==> src/rtl/fetch_monitor_if.sv <==
// Fetch-stage bundle: PC/control inputs, instruction memory port, decoder outputs and counters.
// master = fetch_monitor side, slave = PC stage / memory / testbench side.
interface fetch_monitor_if #(
    parameter int PCW = 16,
    parameter int IW  = 9,
    parameter int CW  = 32
);
    logic           start;
    logic           halt;
    logic           taken;
    logic [PCW-1:0] pc;
    logic [PCW-1:0] imem_addr;
    logic [IW-1:0]  imem_data;
    logic [IW-1:0]  instr;
    logic [PCW-1:0] instr_pc;
    logic           valid;
    logic           done;
    logic [CW-1:0]  cycle_count;
    logic [CW-1:0]  instr_count;

    modport master (
        input  start, halt, taken, pc, imem_data,
        output imem_addr, instr, instr_pc, valid, done, cycle_count, instr_count
    );

    modport slave (
        output start, halt, taken, pc, imem_data,
        input  imem_addr, instr, instr_pc, valid, done, cycle_count, instr_count
    );
endinterface

==> src/rtl/fetch_monitor.sv <==
// Instruction fetch with run/halt FSM and saturating perf counters; IMEM_ADDR 0-cycle, INSTR/VALID 1-cycle.
// No backpressure: START, HALT and TAKEN squash the fetch being registered this cycle.
module fetch_monitor #(
    parameter int            PCW = 16,
    parameter int            IW  = 9,
    parameter int            CW  = 32,
    parameter logic [IW-1:0] NOP = '0
) (
    input  logic            clk,
    input  logic            rst,
    fetch_monitor_if.master bus
);

    typedef enum logic [1:0] {
        IDLE   = 2'd0,
        RUN    = 2'd1,
        HALTED = 2'd2
    } state_t;

    state_t         state;
    state_t         state_nxt;
    logic           f_valid;
    logic           f_valid_nxt;
    logic [PCW-1:0] f_pc;
    logic [CW-1:0]  cyc_cnt;
    logic [CW-1:0]  ins_cnt;
    logic           clr_cnt;
    logic           cyc_inc;

    always_ff @(posedge clk or posedge rst) begin
        if (rst) begin
            state <= IDLE;
        end else begin
            state <= state_nxt;
        end
    end

    // START outranks HALT, which outranks TAKEN; only a clean RUN cycle yields a valid fetch.
    always_comb begin
        state_nxt   = state;
        f_valid_nxt = 1'b0;
        clr_cnt     = 1'b0;
        cyc_inc     = 1'b0;
        case (state)
            IDLE: begin
                if (bus.start) begin
                    clr_cnt = 1'b1;
                end else begin
                    state_nxt = RUN;
                end
            end
            RUN: begin
                if (bus.start) begin
                    state_nxt = IDLE;
                end else begin
                    cyc_inc = 1'b1;
                    if (bus.halt) begin
                        state_nxt = HALTED;
                    end else if (!bus.taken) begin
                        f_valid_nxt = 1'b1;
                    end
                end
            end
            HALTED: begin
                if (bus.start) begin
                    state_nxt = IDLE;
                end
            end
            default: begin
                state_nxt = IDLE;
            end
        endcase
    end

    always_ff @(posedge clk or posedge rst) begin
        if (rst) begin
            f_valid <= 1'b0;
            f_pc    <= '0;
        end else begin
            f_valid <= f_valid_nxt;
            f_pc    <= bus.pc;
        end
    end

    // f_valid is never set outside RUN, so instruction counting stops on its own in HALTED.
    always_ff @(posedge clk or posedge rst) begin
        if (rst) begin
            cyc_cnt <= '0;
            ins_cnt <= '0;
        end else if (clr_cnt) begin
            cyc_cnt <= '0;
            ins_cnt <= '0;
        end else begin
            if (cyc_inc && (cyc_cnt != '1)) begin
                cyc_cnt <= cyc_cnt + CW'(1);
            end
            if (f_valid && (ins_cnt != '1)) begin
                ins_cnt <= ins_cnt + CW'(1);
            end
        end
    end

    assign bus.imem_addr   = bus.pc;
    assign bus.instr_pc    = f_pc;
    assign bus.valid       = f_valid;
    assign bus.instr       = f_valid ? bus.imem_data : NOP;
    assign bus.done        = (state == HALTED);
    assign bus.cycle_count = cyc_cnt;
    assign bus.instr_count = ins_cnt;

endmodule

==> src/flat_wrapper.sv <==
// flat-port wrapper written by rule: the top's interface ports become plain ports
module fetch_monitor_flat 
#(
    parameter int            PCW = 16,
    parameter int            IW  = 9,
    parameter int            CW  = 32,
    parameter logic [IW-1:0] NOP = '0
)
  (clk, rst, bus_start, bus_halt, bus_taken, bus_pc, bus_imem_data, bus_imem_addr, bus_instr, bus_instr_pc, bus_valid, bus_done, bus_cycle_count, bus_instr_count);
  fetch_monitor_if #(.PCW(PCW), .IW(IW), .CW(CW)) bus_i ();
  input  logic clk;
  input  logic rst;
  input wire logic [$bits(bus_i.start)-1:0] bus_start;
  input wire logic [$bits(bus_i.halt)-1:0] bus_halt;
  input wire logic [$bits(bus_i.taken)-1:0] bus_taken;
  input wire logic [$bits(bus_i.pc)-1:0] bus_pc;
  input wire logic [$bits(bus_i.imem_data)-1:0] bus_imem_data;
  output wire logic [$bits(bus_i.imem_addr)-1:0] bus_imem_addr;
  output wire logic [$bits(bus_i.instr)-1:0] bus_instr;
  output wire logic [$bits(bus_i.instr_pc)-1:0] bus_instr_pc;
  output wire logic [$bits(bus_i.valid)-1:0] bus_valid;
  output wire logic [$bits(bus_i.done)-1:0] bus_done;
  output wire logic [$bits(bus_i.cycle_count)-1:0] bus_cycle_count;
  output wire logic [$bits(bus_i.instr_count)-1:0] bus_instr_count;
  assign bus_i.start = bus_start;
  assign bus_i.halt = bus_halt;
  assign bus_i.taken = bus_taken;
  assign bus_i.pc = bus_pc;
  assign bus_i.imem_data = bus_imem_data;
  assign bus_imem_addr = bus_i.imem_addr;
  assign bus_instr = bus_i.instr;
  assign bus_instr_pc = bus_i.instr_pc;
  assign bus_valid = bus_i.valid;
  assign bus_done = bus_i.done;
  assign bus_cycle_count = bus_i.cycle_count;
  assign bus_instr_count = bus_i.instr_count;
  fetch_monitor #(.PCW(PCW), .IW(IW), .CW(CW), .NOP(NOP)) u_core (.clk(clk), .rst(rst), .bus(bus_i));
endmodule
==> config.mk <==
export PLATFORM = sky130hd
export DESIGN_NAME = fetch_monitor_flat
export DESIGN_NICKNAME = d
export VERILOG_FILES = /design/src/rtl/fetch_monitor_if.sv /design/src/rtl/fetch_monitor.sv /design/src/flat_wrapper.sv
export SDC_FILE = /design/constraint.sdc
export NUM_CORES = 1
export LEC_CHECK = 0
export ABC_CLOCK_PERIOD_IN_PS = 4100
export BUFFER_PORTS_ARGS = -buffer_cell sky130_fd_sc_hd__clkbuf_2
export CORE_UTILIZATION = 40
export CTS_BUF_LIST = sky130_fd_sc_hd__clkbuf_8
export DETAILED_ROUTE_END_ITERATION = 8
export SKIP_CTS_REPAIR_TIMING = 1
export SLEW_MARGIN = 30
export SYNTH_ARGS = -nofsm -noshare
export SYNTH_HDL_FRONTEND = slang
export SYNTH_SLANG_ARGS = --single-unit
==> constraint.sdc <==
create_clock -name clk -period 4.1 [get_ports clk]
set_input_delay 0.205 -clock clk [delete_from_list [all_inputs] [get_ports clk]]
set_output_delay 0.205 -clock clk [all_outputs]
set_load 0.05 [all_outputs]
==> impl_metrics.toml <==
[pwr]
leakage_nw = 2.51
power.density_nw_per_um2 = 323
peakVddDrop_uv = 222

[logic_synthesis]
syn_area_um2 = 4410
ys_async_sr_fraction_pct = 100
synth_edf_count = 0
syn_inst = 462
syn_area_per_cell_um2 = 9.54
synth_area_leaders = "dfrtp_1, a21oi_1, nand3_1, or3_1, o21ai_0"
synth_cell_types = 52
synth_ff_type = "dfrtp_1"
ys_seq_elements = 83
synth.top_cell.area_share_pct = 47.1
seq_area_frac_synth_pct = 47.1
ys.warnings.count = 0
synth_nets = 494
synth_area_leader_cell = "dfrtp_1"

[floorplanning]
ios = 137
initial_utilization_pct = 41.9
die_y_um = 107
die_w_um = 107
core_area_um2 = 10500
die_area_um2 = 11400
rows = 37

[clock_tree]
htreeDepth = 3
clkTransAtPathRegs_ns = 0.09
cts.sinks = 83
cts.path.max_buffers = 2
cts_tree = "built"
clockRootBuffer = "clkbuf_8"
cts_made_buffers = 9
clock_latency_ns = 0.36

[worst_setup_path]
critPathArrivalTime_ns = 2.74
rrSetupSlack_ns = 1.64
path_max_fanout = 23
end_kind = "flip-flop"
critPathKind = "flip-flop to flip-flop"
worstPathRequired_ns = 4.38
startpoint_type = "flip-flop"

[timing]
tns_ns = 0
fin_crit_ns = 2.46
tightest_slew_ns = 0.907
fin_ws_ns = 1.64
relSlewSlack_pct = 39.5
maxSlewViolCount = 0
fmax_ghz = 0.406
setup_viol = 0
skew_ns = 0.00845
fin_crit_sh_pct = 60.0
hold_violations = 0
rsz0062_at_grt = "false"

[global_routing]
antenna_found_initial = 0
grt_pass1_wl_mm = 18.8
grt_max_degree = 43
grt.overflow.total = 0
grt_use_total_pct = 20.7
grt_pass1_vias = 3925

[drt]
drc = 0
first_pass_iters = 4
dr_wl_met2_mm = 5.54
drt_iter0_drc = 210
wl_met3_um = 705
postRouteAntennaNets = 0
top_layer_used = "met4"
via_per_inst = 5.65
num_vias = 4160
drt-met1-wl_mm = 5.42
wl_per_cell_um = 16.0
totalWireLength_mm = 11.7

[job]
drv_cap = 0

[placement]
port-buffer-count = 136
gp_congestion = 0.808
place_ws_ns = 1.49
dp_hpwl_mm = 8.04
placedInstanceArea_um2 = 5080

[cells_and_area]
syn_to_final_growth_pct = 24.8
stdcell_area_um2 = 5500
final_nets = 628
drive_above_1_share_pct = 28.8
nFillCells = 1012
num_antenna_cells = 0

[run_status]
status = "finished clean"

[worst_hold_path]
hold_class = "primary input to flip-flop"
==> final timing paths <==
check | from | to | cells after the start
setup / recovery | u_core.bus.cycle_count[0]$_DFFE_PP0P_ | u_core.bus.cycle_count[29]$_DFFE_PP0P_ | 6
hold reg to reg | u_core.bus.cycle_count[29]$_DFFE_PP0P_ | u_core.bus.cycle_count[29]$_DFFE_PP0P_ | 1
max in group asynchronous | rst | u_core.bus.instr_count[30]$_DFFE_PP0P_ | 4
setup reg to reg | u_core.bus.cycle_count[0]$_DFFE_PP0P_ | u_core.bus.cycle_count[29]$_DFFE_PP0P_ | 6
min in group asynchronous | rst | u_core.bus.instr_pc[8]$_DFF_PP0_ | 3
hold / removal | bus_halt | u_core.bus.valid$_DFF_PP0_ | 2
==> registers in the layout (all words and copies together) (netlist names) <==
signal / count
u_core.bus.valid: 1
u_core.bus.instr_count: 32
u_core.bus.cycle_count: 32
u_core.state: 2
u_core.bus.instr_pc: 16
==> critical path, cell delays in order, from the launching register on <==
cell and delay [ns]:
dfrtp_1 0.44, ha_1 0.27, and4_1 0.28, nand4_2 0.21
o31a_1 0.75, a41oi_1 0.23, a31oi_1 0.19
==> routing by layer <==
layer | vias to the layer above | GRT usage, %
li1 | 2000 | -
met1 | 2009 | 27.7
met2 | 141 | 33.5
met3 | 10 | 5.59
met4 | 0 | 4.21
met5 | - | 0
==> area by class of cell <==
| class | count | area, um2 | area share (%) |
|---|---|---|---|
| inverters | 12 | 46.3 | 0.841 |
| clock buffers | 10 | 138 | 2.50 |
| multi-input cells | 332 | 2090 | 38.0 |
| repair buffers | 158 | 895 | 16.3 |
| clock inverters | 5 | 86.3 | 1.57 |
| flip-flops and latches | 83 | 2080 | 37.8 |
| well taps | 136 | 170 | 3.09 |
==> report_power, final <==
part / switching [mW] / internal, mW / leakage (nW)
sequential: 0.0212 / 0.836 / 1.12
clock: 0.309 / 0.361 / 0.113
combinational: 0.183 / 0.0649 / 1.28
total: 0.513 / 1.26 / 2.51
==> synthesized netlist by cell type, types with 5 or more instances <==
cell type  number
and2_1         13
nand3_1        34
nor2_1         20
o31ai_1        12
or4_1          15
o21ai_0        28
or3_1          27
buf_4          17
clkbuf_1       16
and4_1         13
xnor2_1         5
nor3_1          8
inv_1          11
dfrtp_1        83
and3_1          7
nand4_1        16
a21o_1          5
xor2_1          5
a21oi_1        43
a31oi_1        11
nand2_1        29
==> through the flow <==
stage / cells / hold slack [ns] / utilization [%] / power, mW
6_report: 736 / 0.0374 / 52.4 / 1.77
5_1_grt: 736 / 0.0252 / 52.4 / 1.86
4_1_cts: 717 / -0.0684 / 50.5 / 1.79
3_5_place_dp: 702 / 0.330 / 48.4 / 1.11
3_3_place_gp: 702 / 0.325 / 48.4 / 1.11
2_1_floorplan: 462 / 0.236 / - / 1.05
==> cell families (layout without fill, tap and decap cells) <==
logic type	count (synthesis)	count (layout)	synth area share (%)
and+or+nand+nor	199	199	27.1
AOI/OAI and AO/OA	120	120	17.3
DFF	83	83	47.1
buffers and inverters	47	185	5.62
xor gates and xnor gates	10	10	1.99
adders and majority gates	2	2	0.568
muxes	1	1	0.227
==> placed cells by master (no fill, tap or decap), drive strengths merged, types with 2 or more instances in the layout <==
master	count
nand2	29
nor3b	2
nand3	35
dfrtp	83
a41oi	3
nand4	20
ha	2
a21oi	43
nor2b	3
and2	13
bufinv	2
xor2	5
and3	7
nor4	2
or3b	2
a31oi	11
nor3	9
a21o	5
clkbuf	146
xnor2	5
or4	15
a311oi	3
nor2	20
a211oi	2
o31ai	14
buf	4
dlygate4sd3	18
or3	27
o211ai	3
clkinv	4
o21ai	28
and4	13
inv	11
(Power assumes the default switching activity.)
